### src/rtl/ps2_pkg.sv
// ps2_pkg: shared definitions for the PS/2 key tracker.
//   PS2_BREAK / PS2_EXT : prefix bytes the code decoder reacts to.
//   frame_state_e       : serial frame receiver state encoding.
//   pack_code()         : forms the 9-bit {extended, scan code} table key.
package ps2_pkg;

    localparam logic [7:0] PS2_BREAK = 8'hF0;
    localparam logic [7:0] PS2_EXT   = 8'hE0;

    typedef enum logic [1:0] {
        ST_IDLE   = 2'd0,
        ST_DATA   = 2'd1,
        ST_PARITY = 2'd2,
        ST_STOP   = 2'd3
    } frame_state_e;

    function automatic logic [8:0] pack_code(input logic ext, input logic [7:0] code);
        return {ext, code};
    endfunction

endpackage

### src/rtl/ps2_key_tracker_if.sv
// ps2_key_tracker_if: bundles the PS/2 pins and the tracker results.
//   kb_clk, kb_data      : PS/2 lines (driven by the keyboard / master side)
//   key_held[NUM_KEYS]   : level per tracked key
//   key_press[NUM_KEYS]  : one-cycle pulse on the first make of a key
//   byte_valid/byte_data : received byte strobe and last good byte
//   frame_err            : one-cycle pulse on a dropped frame
//   dbg_state            : frame receiver state, for observation only
// Handshake: byte_valid, frame_err and key_press are single-cycle strobes with
// no back-pressure; the consumer must sample them on the cycle they are high.
// byte_valid and frame_err are mutually exclusive.
interface ps2_key_tracker_if #(
    parameter int NUM_KEYS = 4
);
    logic                  kb_clk;
    logic                  kb_data;
    logic [NUM_KEYS-1:0]   key_held;
    logic [NUM_KEYS-1:0]   key_press;
    logic                  byte_valid;
    logic [7:0]            byte_data;
    logic                  frame_err;
    ps2_pkg::frame_state_e dbg_state;

    modport master (
        output kb_clk, kb_data,
        input  key_held, key_press, byte_valid, byte_data, frame_err, dbg_state
    );

    modport slave (
        input  kb_clk, kb_data,
        output key_held, key_press, byte_valid, byte_data, frame_err, dbg_state
    );
endinterface

### src/rtl/ps2_rx_frame.sv
// ps2_rx_frame: PS/2 serial frame receiver.
//   Synchronises kb_clk/kb_data, debounces the clock with a FILTER_LEN-deep
//   agreement filter, and deframes start/8 data/parity/stop frames.
// Ports:
//   i_clk, i_rst      : system clock, async active-high reset
//   i_kb_clk/i_kb_data: raw asynchronous PS/2 lines
//   o_byte_valid      : one-cycle pulse, good frame received
//   o_byte_data       : last good byte, held until the next one
//   o_frame_err       : one-cycle pulse on stop, parity or timeout error
//   o_state           : current frame state
// Build option: PS2_PARITY_CHECK_EN enables odd-parity checking; otherwise the
// parity bit is sampled and ignored.
module ps2_rx_frame
    import ps2_pkg::*;
#(
    parameter int FILTER_LEN  = 8,
    parameter int TIMEOUT_CYC = 100000
) (
    input  logic         i_clk,
    input  logic         i_rst,
    input  logic         i_kb_clk,
    input  logic         i_kb_data,
    output logic         o_byte_valid,
    output logic [7:0]   o_byte_data,
    output logic         o_frame_err,
    output frame_state_e o_state
);
    localparam int WD_W = $clog2(TIMEOUT_CYC + 1);

    logic [1:0]            r_clk_sync;
    logic [1:0]            r_data_sync;
    logic [FILTER_LEN-2:0] r_filt_sh;
    logic                  r_clk_f;
    frame_state_e          r_state;
    logic [7:0]            r_shift;
    logic [2:0]            r_bit_cnt;
    logic [WD_W-1:0]       r_wdog;
    logic                  r_byte_valid;
    logic [7:0]            r_byte_data;
    logic                  r_frame_err;

    logic [FILTER_LEN-1:0] w_window;
    logic                  w_fall;
    logic                  w_din;
    logic                  w_timeout;
    logic                  w_parity_ok;
    frame_state_e          w_state_next;
    logic [7:0]            w_shift_next;
    logic [2:0]            w_cnt_next;
    logic                  w_valid_next;
    logic [7:0]            w_data_next;
    logic                  w_err_next;

    // Current sample plus the FILTER_LEN-1 previous ones; the filtered clock
    // moves only when the whole window agrees, so the newest sample already
    // counts towards the decision (lag = 2 sync + FILTER_LEN).
    assign w_window  = {r_filt_sh, r_clk_sync[1]};
    assign w_fall    = r_clk_f && (w_window == '0);
    assign w_din     = r_data_sync[1];
    assign w_timeout = (r_wdog == WD_W'(TIMEOUT_CYC));

`ifdef PS2_PARITY_CHECK_EN
    logic r_parity;
    logic w_parity_next;
    // Odd parity: data bits plus parity bit hold an odd number of ones.
    assign w_parity_ok = ^{r_shift, r_parity};
`else
    assign w_parity_ok = 1'b1;
`endif

    always_ff @(posedge i_clk or posedge i_rst) begin
        if (i_rst) begin
            // Line idles high: start all conditioning at 1 so no false fall.
            r_clk_sync  <= 2'b11;
            r_data_sync <= 2'b11;
            r_filt_sh   <= '1;
            r_clk_f     <= 1'b1;
        end else begin
            r_clk_sync  <= {r_clk_sync[0], i_kb_clk};
            r_data_sync <= {r_data_sync[0], i_kb_data};
            r_filt_sh   <= w_window[FILTER_LEN-2:0];
            if (w_window == '1) begin
                r_clk_f <= 1'b1;
            end else if (w_window == '0) begin
                r_clk_f <= 1'b0;
            end
        end
    end

    // Watchdog: cycles since the last fall while a frame is open. A fall in
    // the same cycle as expiry wins because it clears the count and the
    // next-state logic gives it priority.
    always_ff @(posedge i_clk or posedge i_rst) begin
        if (i_rst) begin
            r_wdog <= '0;
        end else if (r_state == ST_IDLE || w_fall) begin
            r_wdog <= '0;
        end else if (!w_timeout) begin
            r_wdog <= r_wdog + 1'b1;
        end
    end

    always_ff @(posedge i_clk or posedge i_rst) begin
        if (i_rst) begin
            r_state      <= ST_IDLE;
            r_shift      <= '0;
            r_bit_cnt    <= '0;
            r_byte_valid <= 1'b0;
            r_byte_data  <= '0;
            r_frame_err  <= 1'b0;
        end else begin
            r_state      <= w_state_next;
            r_shift      <= w_shift_next;
            r_bit_cnt    <= w_cnt_next;
            r_byte_valid <= w_valid_next;
            r_byte_data  <= w_data_next;
            r_frame_err  <= w_err_next;
        end
    end

`ifdef PS2_PARITY_CHECK_EN
    always_ff @(posedge i_clk or posedge i_rst) begin
        if (i_rst) begin
            r_parity <= 1'b0;
        end else begin
            r_parity <= w_parity_next;
        end
    end
`endif

    always_comb begin
        w_state_next = r_state;
        w_shift_next = r_shift;
        w_cnt_next   = r_bit_cnt;
        w_valid_next = 1'b0;
        w_data_next  = r_byte_data;
        w_err_next   = 1'b0;
`ifdef PS2_PARITY_CHECK_EN
        w_parity_next = r_parity;
`endif
        if (w_fall) begin
            case (r_state)
                ST_IDLE: begin
                    if (!w_din) begin
                        w_state_next = ST_DATA;
                        w_cnt_next   = '0;
                    end
                end
                ST_DATA: begin
                    w_shift_next = {w_din, r_shift[7:1]};  // LSB first
                    w_cnt_next   = r_bit_cnt + 3'd1;
                    if (r_bit_cnt == 3'd7) begin
                        w_state_next = ST_PARITY;
                    end
                end
                ST_PARITY: begin
`ifdef PS2_PARITY_CHECK_EN
                    w_parity_next = w_din;
`endif
                    w_state_next = ST_STOP;
                end
                ST_STOP: begin
                    w_state_next = ST_IDLE;
                    if (w_din && w_parity_ok) begin
                        w_valid_next = 1'b1;
                        w_data_next  = r_shift;
                    end else begin
                        w_err_next = 1'b1;
                    end
                end
                default: w_state_next = ST_IDLE;
            endcase
        end else if (r_state != ST_IDLE && w_timeout) begin
            w_state_next = ST_IDLE;
            w_err_next   = 1'b1;
        end
    end

    assign o_byte_valid = r_byte_valid;
    assign o_byte_data  = r_byte_data;
    assign o_frame_err  = r_frame_err;
    assign o_state      = r_state;

endmodule

### src/rtl/ps2_key_tracker.sv
// ps2_key_tracker: PS/2 keyboard front end with a configurable key table.
//   Receives frames via ps2_rx_frame, tracks E0 (extended) and F0 (break)
//   prefixes, and keeps a held level per table entry.
// Ports:
//   clk_50MHz : system clock
//   reset     : async active-high reset
//   bus       : ps2_key_tracker_if slave (PS/2 pins in, key/byte results out)
// Parameters: NUM_KEYS (1..16), KEY_CODES (9 bits per key, bit 8 = E0),
//   FILTER_LEN, TIMEOUT_CYC.
// Build option: PS2_PARITY_CHECK_EN (odd-parity check in the receiver).
module ps2_key_tracker
    import ps2_pkg::*;
#(
    parameter int                       NUM_KEYS    = 4,
    parameter logic [9*NUM_KEYS-1:0]    KEY_CODES   = {9'h172, 9'h175, 9'h01B, 9'h01C},
    parameter int                       FILTER_LEN  = 8,
    parameter int                       TIMEOUT_CYC = 100000
) (
    input  logic              clk_50MHz,
    input  logic              reset,
    ps2_key_tracker_if.slave  bus
);
    logic                w_byte_valid;
    logic [7:0]          w_byte_data;
    logic                w_frame_err;
    frame_state_e        w_state;
    logic [8:0]          w_code;
    logic [NUM_KEYS-1:0] w_match;

    logic                r_ext;
    logic                r_brk;
    logic [NUM_KEYS-1:0] r_key_held;
    logic [NUM_KEYS-1:0] r_key_press;

    ps2_rx_frame #(
        .FILTER_LEN  (FILTER_LEN),
        .TIMEOUT_CYC (TIMEOUT_CYC)
    ) u_rx (
        .i_clk        (clk_50MHz),
        .i_rst        (reset),
        .i_kb_clk     (bus.kb_clk),
        .i_kb_data    (bus.kb_data),
        .o_byte_valid (w_byte_valid),
        .o_byte_data  (w_byte_data),
        .o_frame_err  (w_frame_err),
        .o_state      (w_state)
    );

    // Every table entry is compared in parallel; duplicates all match.
    always_comb begin
        w_code  = pack_code(r_ext, w_byte_data);
        w_match = '0;
        for (int i = 0; i < NUM_KEYS; i++) begin
            w_match[i] = (KEY_CODES[9*i +: 9] == w_code);
        end
    end

    always_ff @(posedge clk_50MHz or posedge reset) begin
        if (reset) begin
            r_ext       <= 1'b0;
            r_brk       <= 1'b0;
            r_key_held  <= '0;
            r_key_press <= '0;
        end else begin
            r_key_press <= '0;
            if (w_byte_valid) begin
                if (w_byte_data == PS2_EXT) begin
                    r_ext <= 1'b1;
                end else if (w_byte_data == PS2_BREAK) begin
                    r_brk <= 1'b1;
                end else begin
                    for (int i = 0; i < NUM_KEYS; i++) begin
                        if (w_match[i]) begin
                            if (r_brk) begin
                                r_key_held[i] <= 1'b0;
                            end else begin
                                r_key_held[i]  <= 1'b1;
                                // Typematic repeats arrive while held: no pulse.
                                r_key_press[i] <= ~r_key_held[i];
                            end
                        end
                    end
                    // Any complete code, matched or not, ends the prefix sequence.
                    r_ext <= 1'b0;
                    r_brk <= 1'b0;
                end
            end
        end
    end

    assign bus.key_held   = r_key_held;
    assign bus.key_press  = r_key_press;
    assign bus.byte_valid = w_byte_valid;
    assign bus.byte_data  = w_byte_data;
    assign bus.frame_err  = w_frame_err;
    assign bus.dbg_state  = w_state;

endmodule

### src/flat_wrapper.sv
// flat-port wrapper written by rule: the top's interface ports become plain ports
module ps2_key_tracker_flat import ps2_pkg::*;
#(
    parameter int                       NUM_KEYS    = 4,
    parameter logic [9*NUM_KEYS-1:0]    KEY_CODES   = {9'h172, 9'h175, 9'h01B, 9'h01C},
    parameter int                       FILTER_LEN  = 8,
    parameter int                       TIMEOUT_CYC = 100000
)
  (clk_50MHz, reset, bus_kb_clk, bus_kb_data, bus_key_held, bus_key_press, bus_byte_valid, bus_byte_data, bus_frame_err, bus_dbg_state);
  ps2_key_tracker_if #(.NUM_KEYS(NUM_KEYS)) bus_i ();
  input  logic clk_50MHz;
  input  logic reset;
  input wire logic [$bits(bus_i.kb_clk)-1:0] bus_kb_clk;
  input wire logic [$bits(bus_i.kb_data)-1:0] bus_kb_data;
  output wire logic [$bits(bus_i.key_held)-1:0] bus_key_held;
  output wire logic [$bits(bus_i.key_press)-1:0] bus_key_press;
  output wire logic [$bits(bus_i.byte_valid)-1:0] bus_byte_valid;
  output wire logic [$bits(bus_i.byte_data)-1:0] bus_byte_data;
  output wire logic [$bits(bus_i.frame_err)-1:0] bus_frame_err;
  output wire logic [$bits(bus_i.dbg_state)-1:0] bus_dbg_state;
  assign bus_i.kb_clk = bus_kb_clk;
  assign bus_i.kb_data = bus_kb_data;
  assign bus_key_held = bus_i.key_held;
  assign bus_key_press = bus_i.key_press;
  assign bus_byte_valid = bus_i.byte_valid;
  assign bus_byte_data = bus_i.byte_data;
  assign bus_frame_err = bus_i.frame_err;
  assign bus_dbg_state = bus_i.dbg_state;
  ps2_key_tracker #(.NUM_KEYS(NUM_KEYS), .KEY_CODES(KEY_CODES), .FILTER_LEN(FILTER_LEN), .TIMEOUT_CYC(TIMEOUT_CYC)) u_core (.clk_50MHz(clk_50MHz), .reset(reset), .bus(bus_i));
endmodule
### config.mk
export PLATFORM = sky130hd
export DESIGN_NAME = ps2_key_tracker_flat
export DESIGN_NICKNAME = d
export VERILOG_FILES = /design/src/rtl/ps2_pkg.sv /design/src/rtl/ps2_key_tracker_if.sv /design/src/rtl/ps2_rx_frame.sv /design/src/rtl/ps2_key_tracker.sv /design/src/flat_wrapper.sv
export SDC_FILE = /design/constraint.sdc
export NUM_CORES = 1
export LEC_CHECK = 0
export CORE_ASPECT_RATIO = 1.25
export CORE_UTILIZATION = 40
export CTS_BUF_LIST = sky130_fd_sc_hd__clkbuf_8 sky130_fd_sc_hd__clkbuf_16
export DETAILED_ROUTE_END_ITERATION = 8
export PLACE_DENSITY = 0.7
export SYNTH_ARGS = -nofsm -noshare
export SYNTH_HDL_FRONTEND = slang
export SYNTH_SLANG_ARGS = --single-unit
### constraint.sdc
create_clock -name clk_50MHz -period 5.52 [get_ports clk_50MHz]
set_clock_uncertainty 0.15 [all_clocks]
set_input_delay 0.828 -clock clk_50MHz [delete_from_list [all_inputs] [get_ports clk_50MHz]]
set_output_delay 0.828 -clock clk_50MHz [all_outputs]
set_load 0.02 [all_outputs]
### After elaboration in Yosys (flattened, before gate mapping)

Index checks and enable logic that the tools add are counted.

* bitwise operators: 6
* $add $sub $neg: 2
* equality and inequality tests: 17
* reduce and logical (&&, ||, !) cells: 19
* muxes and demuxes: 33

Operators with widths (count)
* two-way mux 17 bit: 2
* == test 8 bit (second input constant): 3
* two-way mux 1 bit: 21
* == test 5 x 9 -> 1 bit (first input constant): 2
* == test 9 bit (first input constant): 2
* adder 17 x 1 -> 17 bit (second input constant): 1
* == test 17 bit (second input constant): 1
* AND reduction 4 bit: 4
* two-way mux 4 bit: 3
* AND reduction 3 bit: 3
* logical NOT 8 bit: 1
* two-way mux 2 bit: 4
* one-hot mux 2 bit (4 select lines): 1
* nonzero test 2 bit: 4
* != test 3 bit (second input constant): 2
* NOT 1 bit: 6
* one-hot mux 3 bit (2 select lines): 1
* AND reduction 2 bit: 3
* == test 2 bit (second input constant): 2
* != test 2 x 1 -> 1 bit (second input constant): 2
* adder 3 x 1 -> 3 bit (second input constant): 1
* == test 3 bit (second input constant): 1
* two-way mux 3 bit: 1
* == test 2 x 1 -> 1 bit (second input constant): 1
* other kinds (4): 5

* flip-flop bits (word level): 62
* logic and storage cells: 95
* output and inout bits: 20

### Longest topological paths before layout

Gate-level depths: netlist (run 1).

* depth after elaboration: 6
* depth in mapped cells: 6
* depth with buffers taken out: 6

### By module

A second synthesis (run 1) with hierarchy kept.

* cell total of the unflattened synthesis: 243
* area, all modules: 2811.4 µm²

By module, submodules not included
* ps2_rx_frame: area each 2285.9 µm², cells each 191, sequential area each 1316.3 µm², times used 1
* ps2_key_tracker: area each 525.5 µm², cells each 52, sequential area each 250.2 µm², times used 1

### Worst setup path before layout (run 1)

Ideal clock, no wire load.

* kind: flip-flop to flip-flop
* from: register u_core.u_rx.r_state[0] (netlist: u_core.u_rx.o_state[0])
* to: register u_core.u_rx.r_state[0] (netlist: u_core.u_rx.o_state[0])
* buffers on the path: 0
* path slack: 3.531 ns
* data arrival time: 1.707 ns
* required time: 5.238 ns
* cell stages (with the launch flop): 7
* cells stage by stage: dfrtp_1 > inv_1 > ha_1 > nor4b_1 > nand4_1 > nor3_1 > o31ai_1

* longest elaborated chain between the ends: 4
* elaborated cells between the ends (all ways): 12
* those cells by class: 5 x eq/ne; 2 x mux; 5 x reduce/logical

RTL lines
* start, declared: line ps2_rx_frame.sv:34 `frame_state_e r_state;`
* start signal, assigned: line ps2_rx_frame.sv:112 `r_state <= w_state_next;`
* branches (longest 4 deep; another with one-hot mux 2 bit (4 select lines))

Parallel ways; which one is timed is not known.
A chain may end at the register's enable or synchronous reset.

### Final worst setup path (run 1)

* from: register u_core.u_rx.r_byte_valid (netlist: u_core.u_rx.o_byte_valid)
* to: output port bus_byte_valid

RTL lines
* start, declared: line ps2_rx_frame.sv:38 `logic r_byte_valid;`
* start signal, assigned: line ps2_rx_frame.sv:115 `r_byte_valid <= w_valid_next;`
* end, declared: line flat_wrapper.sv:17 `output wire logic [$bits(bus_i.byte_valid)-1:0] bus_byte_valid;`

No word-level cell between the ends.

==> reports/qor.csv, run 1 <==
metric;value;unit
first-pass GRT wire length;8820;um
startpoint class of the critical path;flip-flop;
cell taking the most area after synthesis;dfrtp_1;
Seq cells post-synth;62;
total CTS buffers;9;
standard-cell rows;33;
max_cap viols;0;
H-tree level count;3;
diodes inserted;0;
multi-input logic area;0.00112;mm2
DR DRC count;0;
Fillers;567;
Core ar.;0.00665;mm2
Yosys top cell area share;0.450;
Post-Synthesis Cell Area;0.00278;mm2
family with the most delay on the worst path;buffers and inverters;
die area;0.00729;mm2
Root Buffer;clkbuf_8;
CTS tree;built;
layout cells sized above 1;0.173;
Max stage delay cell, worst path;clkdlybuf4s50_1;
setup violators final;0;
vias per inst;5.03;
Worst Setup End Kind;output port;
largest net degree at the start of global routing;63;
total count of hold-check failures in the final report;0;
post-synth cell types;39;
CTS Buffer Depth;2;
asr flop ratio synth;1.00;
Top Ports;24;
synth top area cells;dfrtp_1 (45%), dfstp_2 (11%), mux2_4 (4.3%), ha_1 (4.1%), xnor2_1 (3.5%);
grt total ovfl;0;
critical path class;flip-flop to output port;
HP Class;flip-flop to flip-flop;
Mapped Avg Cell Area;11.8;um2
Die Wd;76.6;um
Tightest Pin Transition;0.767;ns
final hold slack;0.209;ns
CTS clk-pin slew, worst paths;0.07;ns
DR pass1 iterations;4;
part of the cycle the worst path needs;0.445;
starting density of the core;0.418;
sequential area share after synthesis;0.564;
WP data arrival;1.48;ns
Crit path required time;4.54;ns
Register Area;0.00157;mm2
Die H;95.2;um
Nets;280;
post-cts resize count;0;
max-slew violation count;0;
Crit path largest cell delay;0.65;ns
synthesis warning total;0;
all-layer global routing usage;0.161;
FMAX;407;MHz
status;finished, final reports clean;
vias in the first global route;1886;
clock sink total;62;
DPL Wire Length;3290;um
DRT Wirelength;4830;um
Rel. slew slack;0.489;
Final ANT Viol Nets;0;
Layout area overhead;19.6;%
Power Density;277;mW/mm2
Non-Filler Instances;359;
Cells after DPL;343;
count of flip-flops with a built-in enable after synthesis;0;
number of setup buffers added after CTS;0;
Clock Latency Late Sink;0.34;ns
Post-DP Area;0.00310;mm2
initial antenna violation count;0;
post-synthesis cell count;236;
Leakage;1.44;nW
final critical-path required period;2.46;ns
via count;1807;
Final Cell Area;0.00332;mm2
buffers and inverters on the worst path;1;
worst-path cell chain;clkdlybuf4s50_1;
Post-Route Setup TNS;0;ns
I/O Buffers;23;
RSZ-0062 raised after global routing;no;
worst vdd ir;0.156;mV
GP Congestion;0.759;
Hold Buf Count CTS;0;
number of DRC markers in iteration 0;93;
Crit Path Max Fanout;9;
wire per inst;13.5;um
net count after synthesis;249;
commonest register cell after synthesis;dfrtp_1;
[logic make-up after synthesis]
group | after synthesis | share of synthesized area
mux | 21 | 0.0941
buf+inv | 21 | 0.0315
xor+xnor | 13 | 0.0410
fa+ha+maj | 9 | 0.0405
simple gates | 89 | 0.183
compound gates | 21 | 0.0464
flops | 62 | 0.564
[path summary, 6_finish.rpt]
kind / startpoint / endpoint / slack (ns) / depth (start not counted)
setup / recovery: u_core.u_rx.o_byte_valid / bus_byte_valid / 3.06 / 1
hold / removal: u_core.u_rx.r_data_sync[0] / u_core.u_rx.r_data_sync[1] / 0.21 / 0
setup reg to reg: u_core.u_rx.o_state[0] / u_core.u_rx.o_state[0] / 3.42 / 6
hold reg to reg: u_core.u_rx.r_data_sync[0] / u_core.u_rx.r_data_sync[1] / 0.21 / 0
max in group asynchronous: reset / u_core.u_rx.r_wdog[3] / 3.84 / 3
min in group asynchronous: reset / u_core.bus.key_held[2] / 0.88 / 3
[cell type report]
class,instances,area share
clock buffer,9,0.0373
inverter,17,0.0192
timing repair buffer,24,0.0715
tap,87,0.0328
multi-input combinational,153,0.338
clock inverter,7,0.0294
sequential,62,0.471
[registers in the layout, indices dropped and copies added (netlist names)]
| signal | count |
|---|---|
| u_core.u_rx.o_byte_data | 8 |
| u_core.u_rx.r_clk_sync | 2 |
| u_core.u_rx.r_wdog | 17 |
| u_core.r_brk | 1 |
| u_core.u_rx.r_data_sync | 2 |
| u_core.u_rx.o_byte_valid | 1 |
| u_core.u_rx.r_filt_sh | 7 |
| u_core.u_rx.o_state | 2 |
| u_core.u_rx.r_clk_f | 1 |
| u_core.u_rx.o_frame_err | 1 |
| u_core.bus.key_press | 4 |
| u_core.u_rx.r_shift | 8 |
| u_core.r_ext | 1 |
| u_core.u_rx.r_bit_cnt | 3 |
| u_core.bus.key_held | 4 |
[metal layers]
metal,up-vias,global-route usage,share of wire
met1,879,0.198,0.46
met4,0,0.115,0.024
met5,-,0,0
met3,10,0.0335,0.032
li1,893,-,-
met2,25,0.255,0.48
[per-stage QoR]
stage / worst slack (ns) / power, mW / util
floorplan: 3.02 / 0.485 / -
global placement: 3.44 / 0.491 / 0.467
detailed placement: 3.41 / 0.492 / 0.467
CTS: 3.04 / 0.937 / 0.500
global route: 3.00 / 0.960 / 0.500
finish: 3.06 / 0.921 / 0.500
[power by group]
group          switching (mW)  leakage [nW]  internal [mW]  total, mW
registers             0.00451         0.825          0.463      0.468
logic                  0.0112         0.513        0.00404     0.0153
clock network           0.183         0.106          0.255      0.438
[cell usage after synthesis, types with 3 or more instances]
master and number:
nor4_2 3, mux2_4 8, mux2i_1 4, nand2_1 11, a21oi_1 8, inv_1 17
xnor2_1 11, dfrtp_1 50, nor3_1 9, nor4b_1 3, nand3_1 10, nand4_1 10
ha_1 9, dfstp_2 12, nor4_1 4, nor2_1 21, nor2b_1 3, mux2_1 7
o21ai_0 6
[placed cells by master (no fill, tap or decap), drive strengths merged, types with 3 or more instances in the layout]
| cell type | netlist | final |
|---|---|---|
| nand4 | 10 | 10 |
| dfstp | 12 | 12 |
| nor4b | 3 | 3 |
| mux2 | 17 | 17 |
| nand2 | 12 | 12 |
| inv | 17 | 18 |
| a21oi | 8 | 8 |
| nor3 | 9 | 9 |
| ha | 9 | 9 |
| nor2b | 3 | 3 |
| clkbuf | 0 | 9 |
| clkdlybuf4s50 | 0 | 23 |
| xnor2 | 11 | 11 |
| nor2 | 21 | 21 |
| nor4 | 7 | 7 |
| dfrtp | 50 | 50 |
| nand3 | 11 | 11 |
| mux2i | 4 | 4 |
| o21ai | 6 | 6 |
Power figures use the tool's default switching activity.
==> run 2, diff against run 1 <==
clock period = 2.5 ns   (was 5.52 ns; I/O delays follow)
==> run 2 against run 1 <==
Net effect:
- wire length fell by 2.3%
- combinational power rose to 2.6 times the previous value
- hold slack improved by 0.0044 ns
- via count rose by 2.5%
- sequential power rose by 120%
- non-clock buffer count rose by 1
- critical path depth rose by 5
- count of clock-buffer cells in the layout did not move
- die area did not move
- clock power rose by 70%
- highest routed layer unchanged
==> reports/qor.csv, run 2 (synthesis results as in run 1) <==
metric;value;unit;change
status;finished, final reports clean;;
part of the cycle the worst path needs;0.853;;
DR pass1 iterations;4;;unchanged
die area;0.00729;mm2;unchanged
Root Buffer;clkbuf_8;;
final hold slack;0.214;ns;+0.00435 ns
Setup WS pre-CTS;0.404;ns;-3.01 ns
Crit path required time;2.56;ns;-1.98 ns
H-tree level count;3;;unchanged
Core ar.;0.00665;mm2;unchanged
Biggest register;u_core.u_rx.r_wdog;;
Worst Setup End Kind;flip-flop;;
Power Density;551;mW/mm2;+99%
multi-input logic area;0.00112;mm2;unchanged
Hold Buf Count CTS;0;;unchanged
Top Ports;24;;unchanged
wire per inst;13.1;um;-2.6%
grt total ovfl;0;;unchanged
layout cells sized above 1;0.172;;-0.000633
first-pass GRT wire length;8330;um;-5.6%
Post-Route Setup TNS;0;ns;unchanged
Worst Slack Setup Final;0.366;ns;-2.70 ns
diodes inserted;0;;unchanged
Die H;95.2;um;unchanged
via count;1852;;+2.5%
WP data arrival;2.19;ns;+0.71 ns
DRT Wirelength;4720;um;-2.3%
all-layer global routing usage;0.150;;-0.0108
DR DRC count;0;;unchanged
Nets;281;;+0.36%
vias in the first global route;1808;;-4.1%
post-cts resize count;0;;unchanged
Rel. slew slack;0.615;;+0.126
Register Area;0.00157;mm2;unchanged
most common cell after layout, fill and taps aside;dfrtp_1;;
setup violators final;0;;unchanged
final critical-path required period;2.13;ns;
total count of hold-check failures in the final report;0;;unchanged
most frequent cells in the layout;dfrtp_1 (50), clkdlybuf4s50_1 (23), nor2_1 (21);;
Fillers;593;;+4.6%
Die Wd;76.6;um;unchanged
GP Congestion;0.815;;+7.4%
I/O Buffers;23;;unchanged
standard-cell rows;33;;unchanged
max reg flops;17;;unchanged
vias per inst;5.14;;+2.2%
startpoint class of the critical path;flip-flop;;
CTS Buffer Depth;2;;unchanged
CTS clk-pin slew, worst paths;0.06;ns;about the same
total chip power;1.82;mW;+97%
RSZ-0062 raised after global routing;no;;
worst vdd ir;0.457;mV;+190%
total CTS buffers;9;;unchanged
max_cap viols;0;;unchanged
critical path class;flip-flop to flip-flop;;
Tightest Pin Transition;0.578;ns;-0.189 ns
Crit Path Max Fanout;6;;-3
Cells after DPL;344;;+0.29%
Clock Latency Late Sink;0.34;ns;about the same
DPL Wire Length;3270;um;-0.59%
CTS tree;built;;
initial antenna violation count;0;;unchanged
clock sink total;62;;unchanged
number of setup buffers added after CTS;0;;unchanged
HP Class;flip-flop to flip-flop;;
Layout area overhead;18.8;%;
Non-Filler Instances;360;;+0.28%
max-slew violation count;0;;unchanged
Final ANT Viol Nets;0;;unchanged
FMAX;469;MHz;
number of DRC markers in iteration 0;34;;-63%
Leakage;1.44;nW;-0.39%
starting density of the core;0.418;;unchanged
largest net degree at the start of global routing;24;;-62%
==> run 2: changes by cell type in the layout (fill, tap and decap cells not counted) <==
| cell | previous run | this run |
|---|---|---|
| inv_6 | 1 | 0 |
| bufinv_16 | 2 | 0 |
| clkinv_2 | 1 | 3 |
| inv_1 | 16 | 17 |
| buf_4 | 1 | 0 |
| buf_12 | 0 | 2 |
==> run 2: worst max-delay path, cell delays in order, from the launching register on <==
cell     delay, ns
dfrtp_1       0.40
inv_1         0.11
ha_1          0.28
nor4b_1       0.36
nand4_1       0.21
nor3_1        0.37
o31ai_1       0.13
==> run 2: per-layer routing <==
| metal | share of wire | wire length [um] | track usage |
|---|---|---|---|
| met3 | 0.038 | 180 | 0.0335 |
| met4 | 0.031 | 148 | 0.115 |
| met2 | 0.48 | 2280 | 0.239 |
| met5 | 0 | 0 | 0 |
| met1 | 0.45 | 2110 | 0.179 |
==> run 2: path summary, 6_finish.rpt <==
check	from	endpoint	slack [ns]	cells after the start
max in group asynchronous	reset	u_core.u_rx.r_filt_sh[4]	1.43	3
min in group asynchronous	reset	u_core.bus.key_press[1]	0.22	2
max	u_core.u_rx.o_state[0]	u_core.u_rx.o_state[0]	0.37	6
min	u_core.u_rx.r_data_sync[0]	u_core.u_rx.r_data_sync[1]	0.21	0
max reg2reg	u_core.u_rx.o_state[0]	u_core.u_rx.o_state[0]	0.37	6
min reg2reg	u_core.u_rx.r_data_sync[0]	u_core.u_rx.r_data_sync[1]	0.21	0
==> run 2: cell type report <==
class	instances	area share
tap	87	0.0330
clock inverter	7	0.0129
multi-input combinational	153	0.341
sequential	62	0.475
timing repair buffer	25	0.0819
inverter	17	0.0193
clock buffer	9	0.0375
==> run 2: stage by stage <==
stage	util	area (um2)
floorplan	-	2780
global placement	0.471	3130
detailed placement	0.471	3130
CTS	0.497	3300
global route	0.497	3300
finish	0.497	3300
==> run 2: power by group <==
part	internal [mW]	total (mW)	switching (mW)
Combinational	0.0141	0.0401	0.0260
Clock	0.351	0.745	0.393
Sequential	1.02	1.03	0.00972
Total	1.39	1.82	0.429
